File: src/rtl/arm_core_pkg.sv
// Shared core definitions: Thumb-2 32-bit length-decode prefixes and the
// instruction fetch FSM encoding.
package arm_core_pkg;

   localparam logic [4:0] T32_PFX_0 = 5'b11101;
   localparam logic [4:0] T32_PFX_1 = 5'b11110;
   localparam logic [4:0] T32_PFX_2 = 5'b11111;

   localparam logic [1:0] FS_IDLE    = 2'd0;
   localparam logic [1:0] FS_WAIT    = 2'd1;
   localparam logic [1:0] FS_DISCARD = 2'd2;

   typedef enum logic [1:0] {
      ST_IDLE    = FS_IDLE,
      ST_WAIT    = FS_WAIT,
      ST_DISCARD = FS_DISCARD
   } fetch_state_e;

   // A halfword starts a 32-bit Thumb-2 encoding when its top five bits match a prefix.
   function automatic logic is_t32(input logic [15:0] hw);
      logic [4:0] pfx;
      pfx = hw[15:11];
      return (pfx == T32_PFX_0) || (pfx == T32_PFX_1) || (pfx == T32_PFX_2);
   endfunction

endpackage

File: src/rtl/hw_queue.sv
// Circular halfword prefetch FIFO: push one, pop one or two, synchronous clear,
// with read ports for the head and the entry behind it.
module hw_queue
   import arm_core_pkg::*;
#(
   parameter int DEPTH = 4
) (
   input  logic                      clk,
   input  logic                      rst_n,
   input  logic                      clr,
   input  logic                      push,
   input  logic [15:0]               push_data,
   input  logic                      pop1,
   input  logic                      pop2,
   output logic [$clog2(DEPTH):0]    count,
   output logic [15:0]               head,
   output logic [15:0]               head_next
);

   localparam int PW = $clog2(DEPTH);

   logic [15:0]   mem_r [DEPTH];
   logic [PW-1:0] rd_ptr_r;
   logic [PW-1:0] wr_ptr_r;
   logic [PW-1:0] rd_nxt_s;
   logic [PW:0]   count_r;
   logic [PW:0]   pop_n_s;

   // Number of halfwords leaving the head this cycle.
   always_comb begin
      pop_n_s = {(PW+1){1'b0}};
      if (pop2) begin
         pop_n_s = (PW+1)'(2'd2);
      end else if (pop1) begin
         pop_n_s = (PW+1)'(1'b1);
      end else begin
         pop_n_s = {(PW+1){1'b0}};
      end
   end

   // Pointer and occupancy update; clear wins over push and pop.
   always_ff @(posedge clk or negedge rst_n) begin
      if (!rst_n) begin
         rd_ptr_r <= {PW{1'b0}};
         wr_ptr_r <= {PW{1'b0}};
         count_r  <= {(PW+1){1'b0}};
      end else if (clr) begin
         rd_ptr_r <= {PW{1'b0}};
         wr_ptr_r <= {PW{1'b0}};
         count_r  <= {(PW+1){1'b0}};
      end else begin
         if (push) begin
            wr_ptr_r <= wr_ptr_r + PW'(1'b1);
         end
         rd_ptr_r <= rd_ptr_r + pop_n_s[PW-1:0];
         count_r  <= count_r + {{PW{1'b0}}, push} - pop_n_s;
      end
   end

   // Storage write at the tail.
   always_ff @(posedge clk or negedge rst_n) begin
      if (!rst_n) begin
         for (int i = 0; i < DEPTH; i++) begin
            mem_r[i] <= 16'h0000;
         end
      end else if (push && !clr) begin
         mem_r[wr_ptr_r] <= push_data;
      end
   end

   assign rd_nxt_s  = rd_ptr_r + PW'(1'b1);
   assign head      = mem_r[rd_ptr_r];
   assign head_next = mem_r[rd_nxt_s];
   assign count     = count_r;

endmodule

File: src/rtl/fetch_ctrl.sv
// Instruction fetch controller: sequences halfword fetches into a prefetch queue,
// assembles 16/32-bit Thumb-2 instructions for pre-decode and handles redirects.
module fetch_ctrl
   import arm_core_pkg::*;
#(
   parameter int            AW         = 21,
   parameter int            QDEPTH     = 4,
   parameter logic [AW-1:0] RESET_ADDR = {AW{1'b0}}
) (
   input  logic          clk,
   input  logic          rst_n,
   output logic          imem_req,
   output logic [AW-1:0] imem_addr,
   input  logic          imem_gnt,
   input  logic [15:0]   imem_rdata,
   input  logic          branch_valid,
   input  logic [AW-1:0] branch_target,
   output logic          inst_valid,
   output logic [31:0]   inst,
   output logic          inst_is32,
   output logic [AW-1:0] inst_pc,
   input  logic          inst_ready
);

   localparam int CW = $clog2(QDEPTH);

   fetch_state_e  state_r;
   logic [AW-1:0] fetch_addr_r;
   logic [AW-1:0] head_pc_r;
   logic [CW:0]   count_s;
   logic [CW:0]   inflight_s;
   logic [15:0]   hw0_s;
   logic [15:0]   hw1_s;
   logic          is32_s;
   logic          req_s;
   logic          gnt_s;
   logic          push_s;
   logic          valid_s;
   logic          pop1_s;
   logic          pop2_s;

   hw_queue #(
      .DEPTH     (QDEPTH)
   ) u_queue (
      .clk       (clk),
      .rst_n     (rst_n),
      .clr       (branch_valid),
      .push      (push_s),
      .push_data (imem_rdata),
      .pop1      (pop1_s),
      .pop2      (pop2_s),
      .count     (count_s),
      .head      (hw0_s),
      .head_next (hw1_s)
   );

   // Request issue: the in-flight halfword already owns a queue slot; reset gates it low.
   always_comb begin
      inflight_s = count_s + {{CW{1'b0}}, (state_r == ST_WAIT)};
      if (!rst_n || branch_valid || (state_r == ST_DISCARD)) begin
         req_s = 1'b0;
      end else begin
         req_s = (inflight_s < (CW+1)'(QDEPTH));
      end
      gnt_s  = req_s && imem_gnt;
      push_s = (state_r == ST_WAIT) && !branch_valid;
   end

   // Length decode and pre-decode handshake from the queue head.
   always_comb begin
      is32_s = is_t32(hw0_s);
      if (branch_valid) begin
         valid_s = 1'b0;
      end else if (is32_s) begin
         valid_s = (count_s >= (CW+1)'(2'd2));
      end else begin
         valid_s = (count_s >= (CW+1)'(1'b1));
      end
      pop2_s = valid_s && inst_ready && is32_s;
      pop1_s = valid_s && inst_ready && !is32_s;
      if (is32_s) begin
         inst = {hw0_s, hw1_s};
      end else begin
         inst = {hw0_s, 16'h0000};
      end
   end

   // Fetch FSM with fetch and head address counters; a redirect overrides everything.
   always_ff @(posedge clk or negedge rst_n) begin
      if (!rst_n) begin
         state_r      <= ST_IDLE;
         fetch_addr_r <= RESET_ADDR;
         head_pc_r    <= RESET_ADDR;
      end else if (branch_valid) begin
         fetch_addr_r <= branch_target;
         head_pc_r    <= branch_target;
         if (state_r == ST_IDLE) begin
            state_r <= ST_IDLE;
         end else begin
            state_r <= ST_DISCARD;
         end
      end else begin
         if (gnt_s) begin
            fetch_addr_r <= fetch_addr_r + AW'(1'b1);
         end
         if (pop2_s) begin
            head_pc_r <= head_pc_r + AW'(2'd2);
         end else if (pop1_s) begin
            head_pc_r <= head_pc_r + AW'(1'b1);
         end
         case (state_r)
            ST_IDLE:    state_r <= gnt_s ? ST_WAIT : ST_IDLE;
            ST_WAIT:    state_r <= gnt_s ? ST_WAIT : ST_IDLE;
            ST_DISCARD: state_r <= ST_IDLE;
            default:    state_r <= ST_IDLE;
         endcase
      end
   end

   assign imem_req   = req_s;
   assign imem_addr  = fetch_addr_r;
   assign inst_valid = valid_s;
   assign inst_is32  = is32_s;
   assign inst_pc    = head_pc_r;

endmodule

File: config.mk
export PLATFORM = sky130hd
export DESIGN_NAME = fetch_ctrl
export DESIGN_NICKNAME = d
export VERILOG_FILES = /design/src/rtl/arm_core_pkg.sv /design/src/rtl/hw_queue.sv /design/src/rtl/fetch_ctrl.sv
export SDC_FILE = /design/constraint.sdc
export NUM_CORES = 1
export LEC_CHECK = 0
export ABC_CLOCK_PERIOD_IN_PS = 3200
export BUFFER_PORTS_ARGS = -buffer_cell sky130_fd_sc_hd__clkbuf_2
export CAP_MARGIN = 30
export CORE_MARGIN = 2
export CORE_UTILIZATION = 51
export CTS_CLUSTER_SIZE = 10
export DETAILED_ROUTE_END_ITERATION = 8
export PLACE_DENSITY_LB_ADDON = 0.2
export SKIP_CTS_REPAIR_TIMING = 1
export SYNTH_ARGS = -nofsm -noshare
export SYNTH_HDL_FRONTEND = slang
export SYNTH_SLANG_ARGS = --single-unit
File: constraint.sdc
create_clock -name clk -period 3.2 [get_ports clk]
set_clock_uncertainty 0.1 [all_clocks]
set_input_delay 0.32 -clock clk [delete_from_list [all_inputs] [get_ports clk]]
set_output_delay 0.32 -clock clk [all_outputs]
set_load 0.005 [all_outputs]
# Word-level counts from Yosys, hierarchy flattened
# Cells that the tools add are included.
# Widths: inputs -> output; s select.
# op_classes
addsub	9
n_lt_le_gt_ge	7
eq_ne	5
muxes	28
n_bitwise	3
n_reduce_logical	19
# op_table
operator	count
$mux 21	5
$mux 16	6
$bmux 16 s2	2
$bwmux 64	1
$add 21x1->21 const B	2
$demux 16 s2	1
$add 21x2->21 const B	1
$eq 5x5->1 const B	3
$mux 2	6
$ge 3x3->1 const B	3
$not 2->3	3
$logic_and 1x1->1	7
$add 3x1->3	2
$mux 1	6
$add 2x1->2 const B	2
$logic_or 1x1->1	4
$reduce_bool 2->1	2
$ge 3x1->1 const B	1
$ge 3x2->1 const B	1
$logic_not 1->1	3
$lt 3x1->1 const B	1
$lt 3x3->1 const B	1
$mux 3	1
$reduce_bool 3->1	1
6 further kinds	6
# totals
register_bits	115
input_bits	42
out_inout_bits	77
elab_cells	81

# Depth between registers and ports, before layout
# logic_depth
word_depth	15
mapped_depth	15

# Cells and area by module
# From an unflattened synthesis, not the netlist that was laid out.
# hier_totals
hier_cells	544
hier_area_um2	6712.7
# by_module_without_submodules
mod	n_inst	cells_each	area_per_inst_um2	seq_area_each_um2
hw_queue	1	213	3797.4	1776.7
fetch_ctrl	1	331	2915.3	1101.1

# Least setup slack after synthesis
# No wires, ideal clock.
# synth_timing
kind	register to register
start	reg u_queue.rd_ptr_r[0]
end	reg u_queue.count_r[2], in the netlist u_queue.count[2]
setup_time_ps	131
arrival_ps	2890
t_required_ps	2969
path_slack_ps	79
path_stages_with_launch	16
n_path_buf	3
path_cell_list	dfrtp_1 -> buf_6 -> buf_8 -> mux4_2 -> nand2_1 -> or2_1 -> buf_6 -> inv_2 -> nor3_1 -> ha_1 -> inv_1 -> ha_1 -> inv_1 -> fa_1 -> xnor2_1 -> nor2_1
# synth_via
elab_chain_len	15
# synth_lines
item	line_no	rtl
from (decl)	hw_queue.sv:23	logic [PW-1:0] rd_ptr_r;
from (signal assigned)	hw_queue.sv:44	rd_ptr_r <= {PW{1'b0}};
from (signal assigned)	hw_queue.sv:48	rd_ptr_r <= {PW{1'b0}};
from (signal assigned)	hw_queue.sv:55	rd_ptr_r <= rd_ptr_r + pop_n_s[PW-1:0];
$not 2->3 (not written as such) (*)	hw_queue.sv:72	assign head = mem_r[rd_ptr_r];
$bmux 16 s2 (*)	hw_queue.sv:72	
$mux 16 (not written as such) (*) (2 in a row)	hw_queue.sv:72	
via inst[30]	fetch_ctrl.sv:19	output logic [31:0] inst,
$eq 5x5->1	arm_core_pkg.sv:23	return (pfx == T32_PFX_0) || (pfx == T32_PFX_1) || (pfx == T32_PFX_2);
$logic_or 1x1->1	arm_core_pkg.sv:23	
$logic_or 1x1->1 (*)	arm_core_pkg.sv:23	
$mux 1	fetch_ctrl.sv:74	end else if (is32_s) begin
$mux 1	fetch_ctrl.sv:72	if (branch_valid) begin
$logic_and 1x1->1	fetch_ctrl.sv:79, fetch_ctrl.sv:80	
$logic_and 1x1->1	fetch_ctrl.sv:80	pop1_s = valid_s && inst_ready && !is32_s;
$mux 1	hw_queue.sv:34	end else if (pop1) begin
$mux 2 (*)	hw_queue.sv:32	if (pop2) begin
$sub 3x3->3 (*)	hw_queue.sv:56	count_r <= count_r + {{PW{1'b0}}, push} - pop_n_s;
$mux 3 (*)	hw_queue.sv:47	end else if (clr) begin
to (signal assigned)	hw_queue.sv:46	count_r <= {(PW+1){1'b0}};
to (signal assigned)	hw_queue.sv:50	count_r <= {(PW+1){1'b0}};
to (signal assigned)	hw_queue.sv:56	
to (decl)	hw_queue.sv:26	logic [PW:0] count_r;
# Mark *: on every way through the listed nets, which the timed path passes. The rest lies on a longest branch. The select of a mux whose other input is x is not followed.
# A chain may end at the register's enable or synchronous reset.

# Worst setup path in the final report
# layout_timing
start	reg u_queue.rd_ptr_r[0]
end	reg u_queue.count_r[2], in the netlist u_queue.count[2]
# layout_via
elab_chain_len	15
# layout_lines
item	line_no
$not 2->3 (not written as such) (*)	hw_queue.sv:72
$bmux 16 s2 (*)	hw_queue.sv:72
$mux 16 (not written as such) (*) (2 in a row)	hw_queue.sv:72
$eq 5x5->1	arm_core_pkg.sv:23
$logic_or 1x1->1	arm_core_pkg.sv:23
$logic_or 1x1->1 (*)	arm_core_pkg.sv:23
$mux 1	fetch_ctrl.sv:74
$mux 1	fetch_ctrl.sv:72
$logic_and 1x1->1	fetch_ctrl.sv:79, fetch_ctrl.sv:80
$logic_and 1x1->1	fetch_ctrl.sv:80
$mux 1	hw_queue.sv:34
$mux 2 (*)	hw_queue.sv:32
$sub 3x3->3 (*)	hw_queue.sv:56
$mux 3 (*)	hw_queue.sv:47
# Every way passes the cells marked *; elsewhere a longest branch is shown, timed or not. The select of a mux whose other input is x is not followed.

==> run metrics <==
status finished clean; total wire length 16,070 um; CTS clk-pin slew, worst paths approximately 0.05 ns; part of the cycle the worst path needs a little over nine tenths; mapped cell area roughly 6400 um^2; crit path kind reg -> reg; setup TNS 0 ns; switching power between 1 and 1.5 mW; HP Class in -> reg; VDD IR-drop max 0.3810 mV; total power 4.936 mW; fin area 7825 um^2; IO buf count 118; Syn. warnings 0; hold slack 0.06363 ns; switching share of power 29.58%; Seq pwr share 39.3%; Core Area roughly 12,000 um^2; Post-synth top flop dfrtp_1; TritonRoute pass-1 iters 5; most common cell after layout, fill and taps aside clkbuf_2; Root Driver clkbuf_16; register area share after synthesis 45.06%; post-detailed-route wirelength per cell ~19 um; final hold viol count 0; DP Worst Slack 0.07134 ns; Clock power frac 36.0%; top-area cell type share of the netlist area 45.06%; first-pass GRT wire length 26,050 um; Slew Limit Fails 0; fill count 987; Critical Path Fanout Max 8; Post-synth EDFFs 0; clock buffer depth 2; nature of the critical path startpoint flop; vias in the first global route 5,066; Synth area leaders dfrtp_1 (45%), mux2_2 (12%), mux4_2 (9.9%); die area 13,430 um^2; highest-count cells in the layout ignoring fill and taps clkbuf_2 (117), dfrtp_1 (114), mux2_2 (66), nand2_1 (45), nor2_1 (33); Core Util, Final between 60% and 70%; maxcap violations 0; Synth Net Count 603; CTS tree yes; Ports 119; fraction of registers with async set/reset between 90% and 100%; CTS Buf Count 17; grt ovf 0; Syn-to-layout area delta 22.53%; fmax 331.5 MHz; Slew HR 39.69%; placed cell areas slightly above 7000 um^2; gate count after technology mapping about 550; P_leak 3.571 nW; vias after detailed routing 5,070; final setup vio count 0; Max H-tree Level 4; Non-Filler Instances 860; NumNets Final 734; 1st-iter DRT viols 371; Cell variety after synth 56; initial antenna violation count 0; Gate power share 24.7%; Starting Density a little over half; #FFs+latches synth 115; Core Rows 40; Final HPWL DP approximately 11,000 um; Clock Sinks 115; dpl cells between 800 and 900; Die H 115.9 um; DRC Markers 0; Antenna Diode Count 0; Int Pwr around 3.5 mW; clk_lat worst skew slightly above 0.4 ns; Final ANT Viol Nets 0; Synth area leader dfrtp_1; Critical Path End Type flop; fin crit period 3.016 ns; largest net degree at the start of global routing 78; Final WS setup 0.1836 ns; Horiz. Die Dim 115.9 um; share of cells above drive strength 1 approximately 40%; worst path required time 3.38 ns; global placer's final weighted congestion 0.8962; Least-Margin Pin Slew 0.9007 ns; total power per unit cell area around 630 nW/um^2; all-layer global routing usage 25.37%; syn avg cell area between 10 and 15 um^2; vias per cell 5.895; Worst Path Arrival approximately 3.2 ns
-- synth_stat cells, types with 3 or more instances --
cell type,count
xnor2_1,4
nand3_1,20
nor3_1,7
and3_1,8
mux2_2,66
a21oi_1,10
o211ai_1,18
o311ai_1,6
ha_1,11
o21ai_1,3
buf_1,6
dfrtp_1,115
mux4_1,4
nor4_1,3
clkbuf_1,25
xor2_1,3
nand2_1,45
o21ai_0,23
and2_1,18
nor3b_1,6
mux4_2,28
inv_1,15
nand4_1,6
nor2_1,33
o311ai_2,3
or3_1,3
nor2b_1,5
o311ai_0,17
a31oi_1,6
-- path summary, 6_finish.rpt --
path	from	to	slack, ns	cells after the start
setup / recovery	u_queue.rd_ptr_r[0]	u_queue.count[2]	0.18	12
hold / removal	branch_target[3]	imem_addr[3]	0.06	3
setup reg to reg	u_queue.rd_ptr_r[0]	u_queue.count[2]	0.18	12
hold reg to reg	state_r[1]	state_r[0]	0.42	1
max in group asynchronous	rst_n	u_queue.mem_r[51]	1.89	4
min in group asynchronous	rst_n	imem_addr[0]	0.33	3
-- kinds of logic (layout without fill, tap and decap cells) --
family                     count (synthesis)  count (layout)  synth area share [%]
AOI/OAI and AO/OA                        100             100                 11.38
xor gates and xnor gates                   7               7                0.9601
adders and majority gates                 12              12                 2.469
buffers and inverters                     50             193                 3.350
DFF                                      115             115                 45.06
muxes                                    100             100                 23.67
and+or+nand+nor                          165             165                 13.11
-- sequential cells by signal (all words and copies together) (netlist names) --
name              flops
state_r               2
u_queue.count         3
u_queue.mem_r        64
imem_addr            21
u_queue.rd_ptr_r      2
inst_pc              21
u_queue.wr_ptr_r      2
-- metal layers --
metal	up-vias	share of wire (%)	GRT usage, %	wire [um]
li1	2344	-	-	-
met1	2526	43	32.23	6903
met2	180	49	42.14	7919
met3	20	6.2	6.695	992
met4	0	1.6	9.286	255
met5	-	0	0	0
-- worst max-delay path, stage by stage (launching register included) --
cell	delay, ns
dfrtp_2	0.46
mux4_2	0.57
o21ai_1	0.22
or2_1	0.16
inv_2	0.05
nor3_2	0.23
ha_1	0.27
inv_1	0.05
ha_1	0.12
inv_1	0.05
fa_1	0.37
xnor2_1	0.17
nor2_1	0.05
-- power groups by stage --
stage / Sequential [mW] / Combinational (mW) / Clock (mW)
floorplan: 1.88 / 0.790 / 0
global placement: 1.93 / 1.18 / 0
detailed placement: 1.95 / 1.20 / 0
CTS: 1.93 / 1.21 / 1.80
global route: 1.97 / 1.35 / 1.88
finish: 1.94 / 1.22 / 1.78
-- final cells by class --
class	count	area [um^2]	share of cell area [%]
multi-input combinational	384	3299	42.16
sequential	115	2879	36.79
timing repair buffer	146	825.8	10.55
clock buffer	27	503.0	6.428
tap	168	210.2	2.686
inverter	16	60.06	0.7675
clock inverter	4	47.55	0.6076
Power figures use the tool's default switching activity.
